`config.mk`:
```
export PLATFORM = sky130hd
export DESIGN_NAME = truth_table_sequencer
export DESIGN_NICKNAME = d
export VERILOG_FILES = /design/src/rtl/truth_table_sequencer.sv
export SDC_FILE = /design/constraint.sdc
export NUM_CORES = 1
export LEC_CHECK = 0
export BUFFER_PORTS_ARGS = -buffer_cell sky130_fd_sc_hd__clkbuf_2
export CAP_MARGIN = 30
export CORE_AREA = 5 5 58 60
export DETAILED_ROUTE_END_ITERATION = 16
export DIE_AREA = 0 0 63 65
export GPL_TIMING_DRIVEN = 1
export PLACE_DENSITY = 0.67
export SYNTH_ARGS = -nofsm -noshare
export SYNTH_HDL_FRONTEND = slang
export SYNTH_SLANG_ARGS = --single-unit
```
`constraint.sdc`:
```
create_clock -name clk -period 5.4 [get_ports clk]
set_clock_uncertainty 0.1 [all_clocks]
set_input_delay 1.08 -clock clk [delete_from_list [all_inputs] [get_ports clk]]
set_output_delay 1.08 -clock clk [all_outputs]
set_load 0.005 [all_outputs]
```
`src/rtl/truth_table_sequencer.sv`:
```
// Truth-table sequencer: drives every input vector of a combinational block and checks y_in
// against EXPECTED. Optional macro TT_STOP_ON_FAIL_EN ends the sweep at the first mismatch.
module truth_table_sequencer #(
  parameter int N_IN = 3,
  parameter int SETTLE = 2,
  parameter logic [(1<<N_IN)-1:0] EXPECTED = 8'h31
) (
  input  logic            clk,
  input  logic            reset,
  input  logic            start,
  output logic [N_IN-1:0] vec_out,
  input  logic            y_in,
  output logic            busy,
  output logic            done,
  output logic            pass,
  output logic [N_IN:0]   fail_count,
  output logic            fail_valid,
  output logic [N_IN-1:0] first_fail_idx
);

  // state | meaning
  // IDLE  | waiting for start, vec_out parked at 0
  // DRIVE | vec_out = idx, waiting SETTLE cycles for the block to settle
  // CHECK | one cycle: compare y_in with EXPECTED[idx]
  // DONE  | one-cycle done pulse, pass registered
  localparam logic [1:0] S_IDLE  = 2'd0;
  localparam logic [1:0] S_DRIVE = 2'd1;
  localparam logic [1:0] S_CHECK = 2'd2;
  localparam logic [1:0] S_DONE  = 2'd3;

  localparam logic [N_IN:0]   N_VEC       = (N_IN+1)'(1 << N_IN);
  localparam logic [N_IN-1:0] IDX_LAST    = '1;
  localparam logic [3:0]      SETTLE_LAST = 4'(SETTLE - 1);

  logic [1:0]      state;
  logic [N_IN-1:0] idx;
  logic [3:0]      settle_cnt;
  logic            mismatch;
  logic            sweep_end;
  logic [N_IN:0]   fail_count_nxt;

  always_comb begin
    // case inequality so an X/Z from the block under test counts as a failure
    mismatch = (y_in !== EXPECTED[idx]);
    fail_count_nxt = fail_count;
    if (mismatch && (fail_count != N_VEC))
      fail_count_nxt = fail_count + (N_IN+1)'(1);
`ifdef TT_STOP_ON_FAIL_EN
    sweep_end = (idx == IDX_LAST) || mismatch;
`else
    sweep_end = (idx == IDX_LAST);
`endif
  end

  assign busy    = (state == S_DRIVE) || (state == S_CHECK);
  assign done    = (state == S_DONE);
  assign vec_out = busy ? idx : '0;

  always_ff @(posedge clk or posedge reset) begin
    if (reset) begin
      state          <= S_IDLE;
      idx            <= '0;
      settle_cnt     <= '0;
      fail_count     <= '0;
      fail_valid     <= 1'b0;
      first_fail_idx <= '0;
      pass           <= 1'b0;
    end else begin
      case (state)
        S_IDLE: begin
          if (start) begin
            state          <= S_DRIVE;
            idx            <= '0;
            settle_cnt     <= '0;
            fail_count     <= '0;
            fail_valid     <= 1'b0;
            first_fail_idx <= '0;
            pass           <= 1'b0;
          end
        end
        S_DRIVE: begin
          if (settle_cnt == SETTLE_LAST) begin
            state      <= S_CHECK;
            settle_cnt <= '0;
          end else begin
            settle_cnt <= settle_cnt + 4'd1;
          end
        end
        S_CHECK: begin
          fail_count <= fail_count_nxt;
          if (mismatch && !fail_valid) begin
            fail_valid     <= 1'b1;
            first_fail_idx <= idx;
          end
          if (sweep_end) begin
            state <= S_DONE;
            idx   <= '0;
            // pass is registered together with entry to DONE so it is valid alongside done
            pass  <= (fail_count_nxt == '0);
          end else begin
            state <= S_DRIVE;
            idx   <= idx + N_IN'(1);
          end
        end
        S_DONE:  state <= S_IDLE;
        default: state <= S_IDLE;
      endcase
    end
  end

endmodule

```
==> impl_metrics.csv, run 1 <==
group,metric,value,unit
clocking,cts.sinks,18,
clocking,cts_root_buf,"clkbuf_4",
critical_path,critical_path_class,"register to output port",
synth,synth_seq_cells,18,
critical_path,cpPeakStageDelay,0.43,ns
floorplanning,start_util,40.91,%
drt,post_drt_wl_per_cell,13.89,um
clocking,post_cts_buffers,0,
clocking,cts_buffers,3,
cells_and_area,final_cell_mix,"dfrtp_1 (18), clkbuf_2 (17), nand2_1 (15)",
sta,tightest_slew,0.7483,ns
synth,synth_edf_count,0,
sta,period_minus_slack,2.596,ns
sta,fin_setup_tns,0,ns
pwr,total_power,0.6834,mW
floorplanning,die_area,4095,um^2
global_route,grt_pass1_vias,934,
pwr,power.density,518.2,nW/um^2
placement,dp_cells,174,
clocking,clk_pin_slew,0.09,ns
sta,max_freq,385.1,MHz
drt,vias_per_cell,5.429,
synth,synth_top_area_share,38.26,%
global_route,grt_max_degree,19,
critical_path,r2r_cells,7,
floorplanning,fp.dieH,65,um
critical_path,start_kind,"register",
worst_hold_path,hold_class,"register to register",
cells_and_area,fin_nets,161,
pwr,p_leak,0.6526,nW
synth,synthFlopType,"dfrtp_1",
drt,wl,2458,um
critical_path,cp-startpoint,"state[0]",
synth,synth_xor_area_share,0.7439,%
critical_path,critical_path.endpoint_type,"output port",
worst_hold_path,hold_path_startpoint,"settle_cnt[2]",
sta,finalSetupViolations,0,
synth,synth_compound_area_share,15.62,%
synth,synth-adder-area-share,11.69,%
clocking,clock_latency,0.29,ns
placement,gp_congestion,0.7753,
placement,port_buffers,17,
run_status,status,"finished, final reports clean",
worst_hold_path,min_to,"settle_cnt[2]",
synth,syn_area,1177,um^2
worst_hold_path,hold_depth,1,
synth,synth_nets,141,
synth,synth_area_leaders,"dfrtp_1 (38%), ha_1 (12%), mux2i_1 (6.8%)",
cells_and_area,design_area,1319,um^2
sta,relSlewSlack,49.78,%
drt,drcViolationCount,0,
drt,dr_total_vias,961,
synth,synthDistinctLibCells,34,
clocking,cts_buffer_depth,2,
floorplanning,core-area,2878,um^2
clocking,cts_tree,"built",
synth,synthSimpleGateAreaFrac,23.06,%
synth,synth_mux_area_share,6.801,%
synth,synth_warnings,0,
synth,syn_avg_cell_area,9.344,um^2
sta,drv_slew,0,
synth,synth_top_area_cell,"dfrtp_1",
global_route,grt.total_usage,13.50,%
critical_path,cp.arrival,1.42,ns
cells_and_area,fin_cells,177,
synth,seq_area_frac_synth,38.26,%
drt,ant_nets,0,
critical_path,r2r_end,"fail_count[0]",
drt,dr.first_iter.drc_count,72,
floorplanning,die_w,63,um
cells_and_area,area_growth_syn_to_layout,12.01,%
drt,first_pass_iters,4,
sta,hold_viol,0,
critical_path,rrSetupSlack,3.30,ns
clocking,hold_buffers,0,
pwr,vdd_ir_drop_max,0.0002395,V
clocking,cts-htree-levels,1,
cells_and_area,drive_gt1_share,18.75,%
placement,hpwl,1893,um
synth,synth_top_family_by_area,"simple AND/OR/NAND/NOR gates",
critical_path,reg2reg_from,"idx[1]",
placement,dp_worst_setup_slack,2.947,ns
job,maxCapViolCount,0,
clocking,cts_resized,0,
floorplanning,placement_rows,20,
sta,worst_slack,2.804,ns
synth,syn_inst,126,
cells_and_area,final_common_cell,"dfrtp_1",
placement,placed_area,1296,um^2
floorplanning,io_pins,18,
critical_path,crit_slowest_cell,"dfrtp_1",
synth,async_flop_share,100.0,%
critical_path,cp_max_fo,5,
global_route,antenna_found_initial,0,
critical_path,worstPathCellList,"inv_1, ha_1, and2_1, clkbuf_2",
global_route,grt_overflow,0,
critical_path,required,4.22,ns
sta,grt_setup_unrepaired,"no",
sta,post-route-period-util,48.08,%
cells_and_area,antenna_cells,0,
global_route,grt_pass1_wl,4422,um
## stage by stage
step / utilization [%] / hold WS [ns]
finish: 45.83 / 0.4097
global route: 45.83 / 0.4548
CTS: 45.83 / 0.4065
detailed placement: 45.04 / 0.3908
global placement: 45.04 / 0.3850
floorplan: - / 0.3605
## cells in the mapped netlist (2+ instances only)
master	n
nor2_1	13
nor3_2	2
mux2i_1	8
and2_1	4
nor2b_1	3
a21oi_1	2
a22o_1	2
o21ai_1	7
clkbuf_1	2
ha_1	11
o21ai_0	3
inv_1	10
nand3_1	5
a32o_1	2
dfrtp_1	18
nor3_1	2
nand2_1	15
## how the worst max path moves through the flow
stage | slack (ns) | cells after the start | end
2_1_floorplan | 3.27 | 3 | vec_out[0]
3_3_place_gp | 2.98 | 5 | pass
3_5_place_dp | 2.95 | 5 | pass
4_1_cts | 2.79 | 4 | vec_out[0]
5_1_grt | 2.68 | 4 | vec_out[0]
6_report | 2.80 | 4 | vec_out[0]
## registers in the layout, indices dropped and copies added, names as in the netlist
name	flops
idx	3
fail_valid	1
state	2
fail_count	4
settle_cnt	4
pass	1
first_fail_idx	3
## worst max-delay path: cells and delay by family (launching register included)
kind / cells / cell delay (ns)
buffers and inverters: 2 / 0.20
adder cells (fa/ha/maj): 1 / 0.33
flip-flops: 1 / 0.43
AND/OR/NAND/NOR: 1 / 0.17
## layout make-up
class,count,area (um^2)
clock buffer,3,22.52
fill,290,1559
inverter,10,37.54
multi-input combinational,96,681.9
sequential,18,450.4
tap,33,41.29
timing repair buffer,17,85.08
## per-layer routing
metal	GRT usage [%]	wire, um	vias to the layer above
met5	0	0	-
met4	3.979	20	0
met3	3.293	87	2
met2	22.95	1231	13
met1	16.83	1119	473
li1	-	-	473
## kinds of logic after synthesis
group / after synthesis
AOI/OAI and AO/OA: 25
adders and majority gates: 11
xor gates and xnor gates: 1
and+or+nand+nor: 51
muxes: 8
buffers and inverters: 12
DFF: 18
## where the power goes
part	internal, mW	leakage, nW	switching, mW
sequential	0.178	0.240	0.0544
combinational	0.170	0.398	0.214
clock	0.0259	0.0138	0.0407
total	0.374	0.653	0.309
Power figures use the tool's default switching activity.
==> run 2, diff against run 1 <==
Settings changed: ABC_AREA from default to 1, CORE_AREA 5 5 58 60 to 5 5 57 59, DIE_AREA 0 0 63 65 to 0 0 62 64, PLACE_DENSITY 0.67 to 0.7.
Clock period 5.4 ns to 2.2 ns, I/O delays scaled along.
==> impl_metrics.csv, run 2 <==
group,metric,value,unit
run_status,status,"finished, final reports clean",
placement,placed_area,1280,um^2
global_route,grt_max_degree,19,
drt,post_drt_wl_per_cell,12.03,um
synth,seq_area_frac_synth,38.96,%
drt,wl,2393,um
global_route,antenna_found_initial,0,
global_route,grt_pass1_wl,4367,um
clocking,cts-htree-levels,1,
synth,synthFlopType,"dfrtp_1",
synth,synth_top_area_cell,"dfrtp_1",
critical_path,crit_path_frequent_cell,"inv_1",
sta,grt_setup_unrepaired,"no",
pwr,vdd_ir_drop_max,0.0006912,V
sta,drv_slew,0,
cells_and_area,reg.largest.list,"fail_count (4), settle_cnt (4)",
critical_path,cpLargestDelayFamily,"flip-flops",
floorplanning,fp.dieH,64,um
synth,synth_top_family_by_area,"simple AND/OR/NAND/NOR gates",
clocking,cts_buffers,3,
cells_and_area,antenna_cells,0,
cells_and_area,final_util,49.44,%
pwr,p_leak,0.7063,nW
cells_and_area,final_cell_mix,"nand2_1 (31), inv_1 (24), dfrtp_1 (18)",
clocking,cts_resized,0,
job,maxCapViolCount,0,
sta,tightest_slew,0.7265,ns
clocking,post_cts_buffers,0,
cells_and_area,drive_gt1_share,23.21,%
sta,max_freq,524.2,MHz
clocking,hold_buffers,0,
critical_path,cp_num_buf_inv,3,
synth,netlist_top_cells_count,"nand2_1 (31), inv_1 (24), dfrtp_1 (18)",
floorplanning,die_w,62,um
cells_and_area,area_growth_syn_to_layout,13.85,%
placement,dp_worst_setup_slack,0.4306,ns
clocking,cts_root_buf,"clkbuf_4",
sta,post-route-period-util,86.71,%
cells_and_area,fin_cells,199,
synth,synthSimpleGateAreaFrac,25.76,%
drt,dr_total_vias,992,
clocking,cts_tree,"built",
critical_path,cpPeakStageDelay,0.42,ns
drt,drcViolationCount,0,
synth,syn_inst,147,
floorplanning,io_pins,18,
sta,finalSetupViolations,0,
global_route,grt_pass1_vias,1062,
synth,synthDistinctLibCells,22,
sta,worst_slack,0.2924,ns
sta,relSlewSlack,51.51,%
pwr,total_power,1.681,mW
global_route,grt.total_usage,13.96,%
clocking,cts.sinks,18,
sta,period_minus_slack,1.908,ns
floorplanning,die_area,3968,um^2
critical_path,worstPathCellList,"inv_1, ha_1, nand2_1, inv_1, clkbuf_2",
synth,synth_most_common_cell,"nand2_1",
critical_path,rrSetupSlack,0.43,ns
drt,first_pass_iters,4,
drt,ant_nets,0,
synth,synth_mux_area_share,0,%
worst_hold_path,hold_class,"primary input to asynchronous set/reset pin",
synth,syn_area,1156,um^2
sta,fin_worst_hold_slack,0.1288,ns
placement,hpwl,1894,um
pwr,power.density,1277,nW/um^2
placement,port_buffers,17,
drt,vias_per_cell,4.985,
sta,hold_viol,0,
critical_path,cp.arrival,1.37,ns
synth,synth-adder-area-share,11.90,%
drt,dr.first_iter.drc_count,39,
cells_and_area,design_area,1316,um^2
critical_path,required,1.66,ns
synth,synth_top_area_share,38.96,%
synth,synth_seq_cells,18,
synth,synth_area_leaders,"dfrtp_1 (39%), ha_1 (12%), nand2_1 (10%)",
global_route,grt_overflow,0,
placement,gp_congestion,0.8595,
critical_path,cp_max_fo,4,
clocking,clk_pin_slew,0.11,ns
clocking,clock_latency,0.29,ns
synth,synth_warnings,0,
synth,synth_nets,162,
critical_path,crit_slowest_cell,"dfrtp_1",
critical_path,start_kind,"register",
critical_path,critical_path_class,"register to output port",
sta,fin_setup_tns,0,ns
synth,synth_compound_area_share,12.23,%
clocking,cts_buffer_depth,2,
critical_path,critical_path.endpoint_type,"output port",
synth,synth_edf_count,0,
floorplanning,placement_rows,19,
placement,dp_cells,195,
floorplanning,start_util,43.42,%
synth,synth_xor_area_share,0.7576,%
floorplanning,core-area,2663,um^2
synth,syn_avg_cell_area,7.865,um^2
cells_and_area,final_common_cell,"nand2_1",
synth,async_flop_share,100.0,%
cells_and_area,fin_nets,184,
[run 2: cell types whose count changed in the layout (fill, tap and decap cells not counted), moves of 3 or more]
| cell | change |
|---|---|
| o21ai_1 | +6 |
| and2_1 | -4 |
| inv_2 | +8 |
| nor2_1 | -8 |
| mux2i_1 | -8 |
| nand2_1 | +16 |
| nand3_1 | +11 |
| inv_1 | +14 |
| nor2b_1 | -3 |
[run 2: worst paths after layout]
path                               start  cells after the start                end
max reg2reg                     state[1]                      9           state[0]
min                                reset                      2  first_fail_idx[1]
min reg2reg                settle_cnt[3]                      1      settle_cnt[3]
max in group asynchronous          reset                      2      fail_count[3]
max                             state[0]                      5         vec_out[0]
min in group clk           settle_cnt[3]                      1      settle_cnt[3]
[run 2: area by class of cell]
class | instances | area (um^2)
Fill cell | 280 | 1346
Inverter | 32 | 120.1
Timing Repair Buffer | 17 | 85.08
Clock buffer | 4 | 36.28
Sequential cell | 18 | 450.4
Tap cell | 31 | 38.79
Multi-Input combinational cell | 97 | 585.6
[run 2: logic make-up (layout without fill, tap and decap cells)]
kind of cell | Yosys count | count (layout)
AOI/OAI and AO/OA | 24 | 24
xor gates and xnor gates | 1 | 1
adders and majority gates | 11 | 11
buffers and inverters | 32 | 53
DFF | 18 | 18
and+or+nand+nor | 61 | 61
[run 2: layer usage]
metal,routed length [um],GRT usage (%),part of all wire [%]
met5,0,0,0
met4,21,5.040,0.88
met3,60,3.018,2.5
met2,1224,23.06,51
met1,1086,17.39,45
[run 2: power by group]
group	internal, mW	switching (mW)	leakage [nW]
sequential	0.428	0.0952	0.241
clock	0.101	0.103	0.0210
combinational	0.336	0.619	0.445
==> run 3, diff against run 2 <==
Settings changed: CORE_AREA 5 5 57 59 to 5 5 48 71, DIE_AREA 0 0 62 64 to 0 0 53 76, PLACE_DENSITY 0.7 to 0.69.
==> impl_metrics.csv, run 3 (synthesized netlist as in run 2, its figures left out) <==
group,metric,value,unit
sta,post-route-period-util,85.22,%
cells_and_area,area_growth_syn_to_layout,16.34,%
critical_path,critical_path_class,"register to output port",
critical_path,cpPeakStageDelay,0.40,ns
sta,grt_setup_unrepaired,"no",
sta,hold_viol,0,
pwr,power_frac_seq,30.1,%
critical_path,start_kind,"register",
global_route,grt_pass1_vias,1110,
drt,wl,2417,um
clocking,cts_buffer_depth,2,
cells_and_area,final_cell_mix,"nand2_1 (31), inv_1 (24), dfrtp_1 (18)",
sta,finalSetupViolations,0,
sta,tightest_slew,0.6968,ns
drt,dr.first_iter.drc_count,8,
critical_path,critical_path.endpoint_type,"output port",
sta,fin_worst_hold_slack,0.1696,ns
cells_and_area,fin_nets,184,
worst_hold_path,hold_class,"primary input to asynchronous set/reset pin",
cells_and_area,reg.largest.list,"fail_count (4), settle_cnt (4)",
floorplanning,die_w,53,um
sta,period_minus_slack,1.875,ns
critical_path,worstPathCellList,"inv_1, ha_1, nand2_1, inv_1, clkbuf_2",
critical_path,crit_path_frequent_cell,"inv_1",
floorplanning,die_area,4028,um^2
clocking,cts_resized,0,
pwr,combPwrFrac,54.7,%
cells_and_area,design_area,1345,um^2
pwr,p_switching,0.8187,mW
clocking,cts_tree,"built",
drt,vias_per_cell,4.787,
drt,dr_total_vias,991,
floorplanning,placement_rows,24,
critical_path,rrSetupSlack,0.43,ns
global_route,antenna_found_initial,0,
drt,first_pass_iters,4,
cells_and_area,final_common_cell,"nand2_1",
drt,ant_nets,0,
drt,post_drt_wl_per_cell,11.68,um
critical_path,required,1.66,ns
run_status,status,"finished, final reports clean",
drt,drcViolationCount,0,
critical_path,r2r_end,"state[0]",
job,maxCapViolCount,0,
placement,hpwl,2015,um
critical_path,cp.arrival,1.33,ns
cells_and_area,final_util,48.16,%
global_route,grt_max_degree,19,
clocking,hold_buffers,0,
pwr,intPower,0.9235,mW
critical_path,cp_max_fo,4,
critical_path,r2r_cells,9,
placement,port_buffers,17,
pwr,p_sw_share,46.99,%
floorplanning,fp.dieH,76,um
clocking,cts.sinks,18,
cells_and_area,drive_gt1_share,23.21,%
cells_and_area,antenna_cells,0,
sta,drv_slew,0,
placement,placed_area,1290,um^2
sta,relSlewSlack,53.50,%
clocking,clk_pin_slew,0.07,ns
pwr,power.share.clock,15.2,%
global_route,grt_overflow,0,
pwr,power.density,1295,nW/um^2
clocking,cts_buffers,3,
pwr,p_leak,0.7141,nW
floorplanning,core-area,2793,um^2
floorplanning,start_util,41.40,%
clocking,cts_root_buf,"clkbuf_8",
global_route,grt.total_usage,15.23,%
critical_path,reg2reg_from,"state[1]",
sta,fin_setup_tns,0,ns
pwr,vdd_ir_drop_max,0.0005528,V
global_route,grt_pass1_wl,4781,um
critical_path,cp-startpoint,"state[0]",
clocking,clock_latency,0.25,ns
critical_path,crit_slowest_cell,"dfrtp_1",
sta,max_freq,533.4,MHz
placement,gp_congestion,0.8688,
clocking,cts-htree-levels,1,
floorplanning,io_pins,18,
clocking,post_cts_buffers,0,
[run 3: per-stage QoR]
stage	instances	total power, mW	setup slack (ns)
2_1_floorplan	147	1.232	0.6375
3_5_place_dp	203	1.499	0.4366
6_report	207	1.742	0.3252
5_1_grt	207	1.942	0.2234
3_3_place_gp	203	1.457	0.4776
4_1_cts	207	1.776	0.3206
[run 3: how the worst max path moves through the flow]
stage                     slack (ns)    endpoint
after floorplan                 0.64    state[0]
after global placement          0.48    state[0]
after detailed placement        0.44    state[0]
after CTS                       0.32  vec_out[1]
after global routing            0.22  vec_out[1]
final                           0.33  vec_out[1]
[run 3: worst max-delay path: cells and delay by family (launching register included)]
| kind | cells | cell delay [ns] |
|---|---|---|
| simple gates | 1 | 0.07 |
| flops | 1 | 0.40 |
| fa+ha+maj | 1 | 0.36 |
| buf+inv | 3 | 0.25 |
[run 3: final cells by class]
class | instances | area, um^2
timing repair buffer | 17 | 85.08
inverter | 32 | 120.1
tap | 39 | 48.80
multi-input combinational | 97 | 585.6
clock buffer | 4 | 55.05
fill | 309 | 1448
sequential | 18 | 450.4
[run 3: routing by layer]
layer	global-route usage (%)	share of wire, %	vias to the layer above
li1	-	-	507
met5	0	0	-
met4	6.138	1.7	0
met1	17.95	40	460
met3	1.957	4.2	4
met2	26.62	54	20
[run 3: power by group through the flow]
stage	clock network, mW	registers [mW]	logic [mW]
floorplan	0	0.510	0.722
global placement	0	0.523	0.934
detailed placement	0	0.533	0.966
CTS	0.277	0.526	0.973
global route	0.291	0.543	1.11
finish	0.264	0.524	0.954
